`src/rtl/lcd_scanout.sv`:
```
// LCD raster generator that pops one show-ahead FIFO word per active pixel; syncs, DE and data are registered, so they appear 1 cycle after the counter state.
// The FIFO pop is combinational and is never stalled. An empty FIFO during active video drives UNDERFLOW_COLOR and sets a sticky flag.
module lcd_scanout #(
    parameter int PIXEL_WIDTH = 16,
    parameter int H_ACTIVE    = 480,
    parameter int H_FP        = 8,
    parameter int H_SYNC      = 4,
    parameter int H_BP        = 43,
    parameter int V_ACTIVE    = 200,
    parameter int V_FP        = 4,
    parameter int V_SYNC      = 4,
    parameter int V_BP        = 12,
    parameter logic [PIXEL_WIDTH-1:0] UNDERFLOW_COLOR = '0
) (
    input  logic                   i_Clk,
    input  logic                   i_Rst_n,
    input  logic                   i_First_Data_Ready,
    input  logic                   i_FIFO_Empty,
    input  logic [PIXEL_WIDTH-1:0] i_FIFO_Data,
    output logic                   o_FIFO_Rd,
    output logic                   o_LCD_HSYNC,
    output logic                   o_LCD_VSYNC,
    output logic                   o_LCD_DE,
    output logic [PIXEL_WIDTH-1:0] o_LCD_Data,
    output logic                   o_Frame_Start,
    output logic                   o_Underflow
);

    localparam int H_TOTAL = H_ACTIVE + H_FP + H_SYNC + H_BP;
    localparam int V_TOTAL = V_ACTIVE + V_FP + V_SYNC + V_BP;

    localparam logic [9:0] H_ACT     = 10'(H_ACTIVE);
    localparam logic [9:0] H_SYNC_LO = 10'(H_ACTIVE + H_FP);
    localparam logic [9:0] H_SYNC_HI = 10'(H_ACTIVE + H_FP + H_SYNC);
    localparam logic [9:0] H_LAST    = 10'(H_TOTAL - 1);
    localparam logic [9:0] V_ACT     = 10'(V_ACTIVE);
    localparam logic [9:0] V_SYNC_LO = 10'(V_ACTIVE + V_FP);
    localparam logic [9:0] V_SYNC_HI = 10'(V_ACTIVE + V_FP + V_SYNC);
    localparam logic [9:0] V_LAST    = 10'(V_TOTAL - 1);

    typedef enum logic {ST_WAIT, ST_RUN} state_t;

    state_t                 state_q, state_d;
    logic [9:0]             h_cnt_q, h_cnt_d;
    logic [9:0]             v_cnt_q, v_cnt_d;
    logic                   hsync_q, hsync_d;
    logic                   vsync_q, vsync_d;
    logic                   de_q, de_d;
    logic [PIXEL_WIDTH-1:0] data_q, data_d;
    logic                   frame_start_q, frame_start_d;
    logic                   underflow_q, underflow_d;
    logic                   run;
    logic                   active;

    assign run       = (state_q == ST_RUN);
    assign active    = run && (h_cnt_q < H_ACT) && (v_cnt_q < V_ACT);
    assign o_FIFO_Rd = active && !i_FIFO_Empty;

    always_comb begin
        state_d       = state_q;
        h_cnt_d       = h_cnt_q;
        v_cnt_d       = v_cnt_q;
        hsync_d       = 1'b1;
        vsync_d       = 1'b1;
        de_d          = active;
        data_d        = '0;
        frame_start_d = 1'b0;
        underflow_d   = underflow_q | (active & i_FIFO_Empty);

        if (state_q == ST_WAIT) begin
            // Counters stay parked at (0,0) so RUN begins at the first pixel.
            h_cnt_d = '0;
            v_cnt_d = '0;
            if (i_First_Data_Ready) begin
                state_d = ST_RUN;
            end
        end else begin
            if (h_cnt_q == H_LAST) begin
                h_cnt_d = '0;
                v_cnt_d = (v_cnt_q == V_LAST) ? 10'd0 : v_cnt_q + 10'd1;
            end else begin
                h_cnt_d = h_cnt_q + 10'd1;
            end
            hsync_d       = !((h_cnt_q >= H_SYNC_LO) && (h_cnt_q < H_SYNC_HI));
            vsync_d       = !((v_cnt_q >= V_SYNC_LO) && (v_cnt_q < V_SYNC_HI));
            frame_start_d = (h_cnt_q == 10'd0) && (v_cnt_q == 10'd0);
        end

        // Underflow drops the pixel rather than stalling, so timing never slips.
        if (o_FIFO_Rd) begin
            data_d = i_FIFO_Data;
        end else if (active) begin
            data_d = UNDERFLOW_COLOR;
        end
    end

    always_ff @(posedge i_Clk or negedge i_Rst_n) begin
        if (!i_Rst_n) begin
            state_q       <= ST_WAIT;
            h_cnt_q       <= '0;
            v_cnt_q       <= '0;
            hsync_q       <= 1'b1;
            vsync_q       <= 1'b1;
            de_q          <= 1'b0;
            data_q        <= '0;
            frame_start_q <= 1'b0;
            underflow_q   <= 1'b0;
        end else begin
            state_q       <= state_d;
            h_cnt_q       <= h_cnt_d;
            v_cnt_q       <= v_cnt_d;
            hsync_q       <= hsync_d;
            vsync_q       <= vsync_d;
            de_q          <= de_d;
            data_q        <= data_d;
            frame_start_q <= frame_start_d;
            underflow_q   <= underflow_d;
        end
    end

    assign o_LCD_HSYNC   = hsync_q;
    assign o_LCD_VSYNC   = vsync_q;
    assign o_LCD_DE      = de_q;
    assign o_LCD_Data    = data_q;
    assign o_Frame_Start = frame_start_q;
    assign o_Underflow   = underflow_q;

endmodule

```
`config.mk`:
```
export PLATFORM = sky130hd
export DESIGN_NAME = lcd_scanout
export DESIGN_NICKNAME = d
export VERILOG_FILES = /design/src/rtl/lcd_scanout.sv
export SDC_FILE = /design/constraint.sdc
export NUM_CORES = 1
export LEC_CHECK = 0
export ABC_CLOCK_PERIOD_IN_PS = 2300
export BUFFER_PORTS_ARGS = -buffer_cell sky130_fd_sc_hd__buf_2
export CELL_PAD_IN_SITES_DETAIL_PLACEMENT = 1
export CELL_PAD_IN_SITES_GLOBAL_PLACEMENT = 1
export CORE_ASPECT_RATIO = 0.6
export CORE_MARGIN = 2
export CORE_UTILIZATION = 25
export DETAILED_ROUTE_END_ITERATION = 7
export PLACE_DENSITY_LB_ADDON = 0.1
export SETUP_SLACK_MARGIN = 0.5
export SYNTH_ARGS = -nofsm -noshare
export SYNTH_HDL_FRONTEND = slang
export SYNTH_SLANG_ARGS = --single-unit
```
`constraint.sdc`:
```
create_clock -name i_Clk -period 2.3 [get_ports i_Clk]
set_clock_uncertainty 0.1 [all_clocks]
set_input_delay 0.23 -clock i_Clk [delete_from_list [all_inputs] [get_ports i_Clk]]
set_output_delay 0.23 -clock i_Clk [all_outputs]
set_load 0.03 [all_outputs]
```
==> out/metrics.yaml <==
placed_design:
  place_congestion: 0.7433
  io_buffers: 41
  dp_slack_ns: 0.2719
  hpwl_microns: 3907
synthesis:
  netlist_area_sq_um: 1883
  synth_top_family_by_area: "simple AND/OR/NAND/NOR gates"
  yosysTopAreaCellShare_pct: 53.16
  postSynthAreaPerCell_sq_um: 10.76
  yosysMostFrequentCell: "dfrtp_1"
  synth-edff-count: 0
  yosys.area_share.simple_pct: 24.05
  netlist_instances: 175
  synth.area.top_cells: "dfrtp_1 53%, and2_1 6.0%, ha_1 3.3%, dfstp_2 2.8%, nand3_1 2.7%"
  synth_top_cell_by_area: "dfrtp_1"
  synthDistinctLibCells: 43
  synth_fp_nets: 200
  synth-xor-area-share_pct: 2.791
  ys_top_cells_by_count: "40 x dfrtp_1, 18 x and2_1, 12 x nor2_1"
  ys_ff_latch: 42
  synthArstFlopShare_pct: 100.0
  synthAdderAreaFrac_pct: 3.322
  synth_compound_area_share_pct: 9.302
  synth_seq_area_share_pct: 55.95
  synthFlopType: "dfrtp_1"
  yosys_warnings: 0
  muxShareOfSynthArea_pct: 0.5316
clock_network:
  clk_path_buf_depth: 2
  path_clk_slew_ns: 0.06
  clock_latency_ns: 0.28
  cts_tree: "done"
  clock_sinks: 42
  cts_made_buffers: 5
  cts_root_buf: "clkbuf_16"
  cts_max_level: 2
global_route:
  overflow: 0
  grt_max_degree: 19
  grt_pass1_vias: 1751
  antenna_found_initial: 0
  grt_pass1_wl_microns: 9211
  grt.total_usage_pct: 14.72
worst_setup_path:
  cp_data_arrival_time_ns: 2.02
  required_ns: 2.37
  cp_slowest_stage_delay_ns: 0.45
  worst-path-buf-inv: 2
  path_max_fanout: 5
  worst_setup_path_start_kind: "register"
  crit_top_cell: "buf_4"
  path_cells: "nor4bb_2, buf_4, a31oi_2, buf_4, and3_1, a221o_1"
  cp-end-kind: "register"
  cp_top_family: "simple AND/OR/NAND/NOR gates"
  slowest_stage: "dfrtp_1"
  criticalPathCategory: "reg -> reg"
finish:
  num-nets-final: 269
  layout-drive-gt1-share_pct: 40.41
  antennaDiodeCount: 0
  synthToLayoutAreaGrowth_pct: 40.80
floorplanning:
  ios: 42
  die-area_sq_um: 8265
  start_util_pct: 25.91
  core-area_sq_um: 7267
  row_count: 24
  die_y_microns: 71.23
  die_width_microns: 116.0
job:
  max-cap-violations: 0
power:
  p_seq_share_pct: 45.0
  p_total_mw: 2.075
  power.leakage_nw: 1.231
  vdd_ir_drop_max_mv: 0.2685
  p_int_mw: 1.437
  power_frac_comb_pct: 21.1
  pwr-share-clk_pct: 33.8
  switching_power_mw: 0.6377
  switching_share_pct: 30.73
  power_density_nw_per_um2: 782.7
drt:
  drc: 0
  wl_per_cell_microns: 15.82
  drt-vias-per-instance: 4.636
  vias: 1618
  ant_nets: 0
  totalWireLength_microns: 5522
  firstDrtPassIters: 4
  drt_iter0_markers: 55
sta:
  finalWorstPathRequiredPeriod_ns: 1.952
  worst_slew_pin_slew_ns: 0.3205
  drv_slew: 0
  timing.final.setup_violations: 0
  rsz0062_at_grt: "yes"
  period_share_pct: 84.88
  maxSlewHeadroom_pct: 78.63
  finalSetupTns_ns: 0
  max_freq_mhz: 512.3
  hold_violations: 0
  setup_ws_ns: 0.3478
run_status:
  status: "finished, final reports clean"
worst_hold_path:
  hp-class: "in -> reg"
what timing repair did:
item / in CTS / in global routing
endpoints found under the hold margin: 10 / 0
setup buffers: 11 / 6
pin swaps: 10 / 10
gates cloned: 2 / 0
resized for setup: 16 / 17
hold buffers: 1 / 0
setup endpoints to repair: 37 / 38
state kept, by name, indices dropped and copies added (netlist names):
signal / count
h_cnt_q: 10
o_Frame_Start: 1
o_LCD_DE: 1
o_LCD_Data: 16
o_LCD_HSYNC: 1
o_LCD_VSYNC: 1
o_Underflow: 1
run: 1
v_cnt_q: 10
metal layers:
metal	GRT usage, %	vias up	part of all wire, %
met2	21.90	46	44
met1	21.16	812	49
li1	-	754	-
met5	0	-	0
met4	3.836	0	1.1
met3	4.315	6	5.9
path summary, 6_finish.rpt:
| path | start | end | slack [ns] | depth (start not counted) |
|---|---|---|---|---|
| worst max-delay path | v_cnt_q[9] | v_cnt_q[5] | 0.35 | 6 |
| worst min-delay path | i_FIFO_Data[5] | o_LCD_Data[5] | 0.05 | 2 |
| worst max register to register | v_cnt_q[9] | v_cnt_q[5] | 0.35 | 6 |
| worst min register to register | o_Underflow | o_Underflow | 0.37 | 1 |
| max in group asynchronous | i_Rst_n | o_LCD_HSYNC | 1.25 | 3 |
| min in group asynchronous | i_Rst_n | h_cnt_q[0] | 0.27 | 2 |
logic make-up after synthesis:
| family | Yosys count |
|---|---|
| xor+xnor | 6 |
| simple gates | 80 |
| buf+inv | 16 |
| compound gates | 25 |
| fa+ha+maj | 5 |
| flops | 42 |
| mux | 1 |
layout make-up:
| type | instances | area [sq um] |
|---|---|---|
| fillers | 836 | 4616 |
| inverters | 9 | 33.78 |
| flip-flops and latches | 42 | 1060 |
| repair buffers | 68 | 432.9 |
| multi-input cells | 118 | 848.3 |
| clock buffers | 5 | 125.1 |
| well taps | 104 | 130.1 |
| clock inverters | 3 | 21.27 |
placed cells by master, fill, tap and decap left out, types with 2 or more instances in the layout:
| cell | instances |
|---|---|
| nand4_1 | 6 |
| a31oi_1 | 3 |
| buf_4 | 20 |
| dfrtp_2 | 5 |
| ha_1 | 5 |
| and2_1 | 17 |
| a22o_1 | 2 |
| or3_1 | 3 |
| nor2_1 | 12 |
| buf_2 | 41 |
| nand3_1 | 10 |
| and3_1 | 2 |
| xor2_1 | 2 |
| and2_4 | 2 |
| a21oi_1 | 2 |
| o22ai_1 | 2 |
| a221o_1 | 2 |
| clkbuf_16 | 5 |
| inv_1 | 8 |
| o21ai_0 | 3 |
| buf_6 | 6 |
| nand2_1 | 8 |
| o31a_1 | 2 |
| a21o_1 | 2 |
| dfrtp_1 | 35 |
| o211a_1 | 2 |
| nor3_1 | 5 |
| dfstp_2 | 2 |
| xnor2_1 | 4 |
power groups by stage:
stage	logic [mW]	registers (mW)	clock network, mW
final	0.438	0.935	0.702
after global routing	0.481	0.952	0.762
after CTS	0.396	0.932	0.723
after detailed placement	0.298	0.942	0
after global placement	0.296	0.930	0
after floorplan	0.218	0.914	0
worst register-to-register path: stages (launching register included):
cell and delay, ns:
dfrtp_1 0.45, nor4bb_2 0.36, buf_4 0.18, a31oi_2 0.13
buf_4 0.20, and3_1 0.16, a221o_1 0.25
metrics by stage:
| stage | area [sq um] | std cells | utilization [%] | hold WS [ns] |
|---|---|---|---|---|
| 2_1_floorplan | 1886 | 175 | - | -0.1656 |
| 3_3_place_gp | 2236 | 321 | 30.77 | 0.03331 |
| 3_5_place_dp | 2236 | 321 | 30.77 | 0.04209 |
| 4_1_cts | 2545 | 343 | 35.02 | 0.04312 |
| 5_1_grt | 2651 | 349 | 36.48 | 0.04380 |
| 6_report | 2651 | 349 | 36.48 | 0.04736 |
No activity file was read; power rests on OpenSTA's default activity.
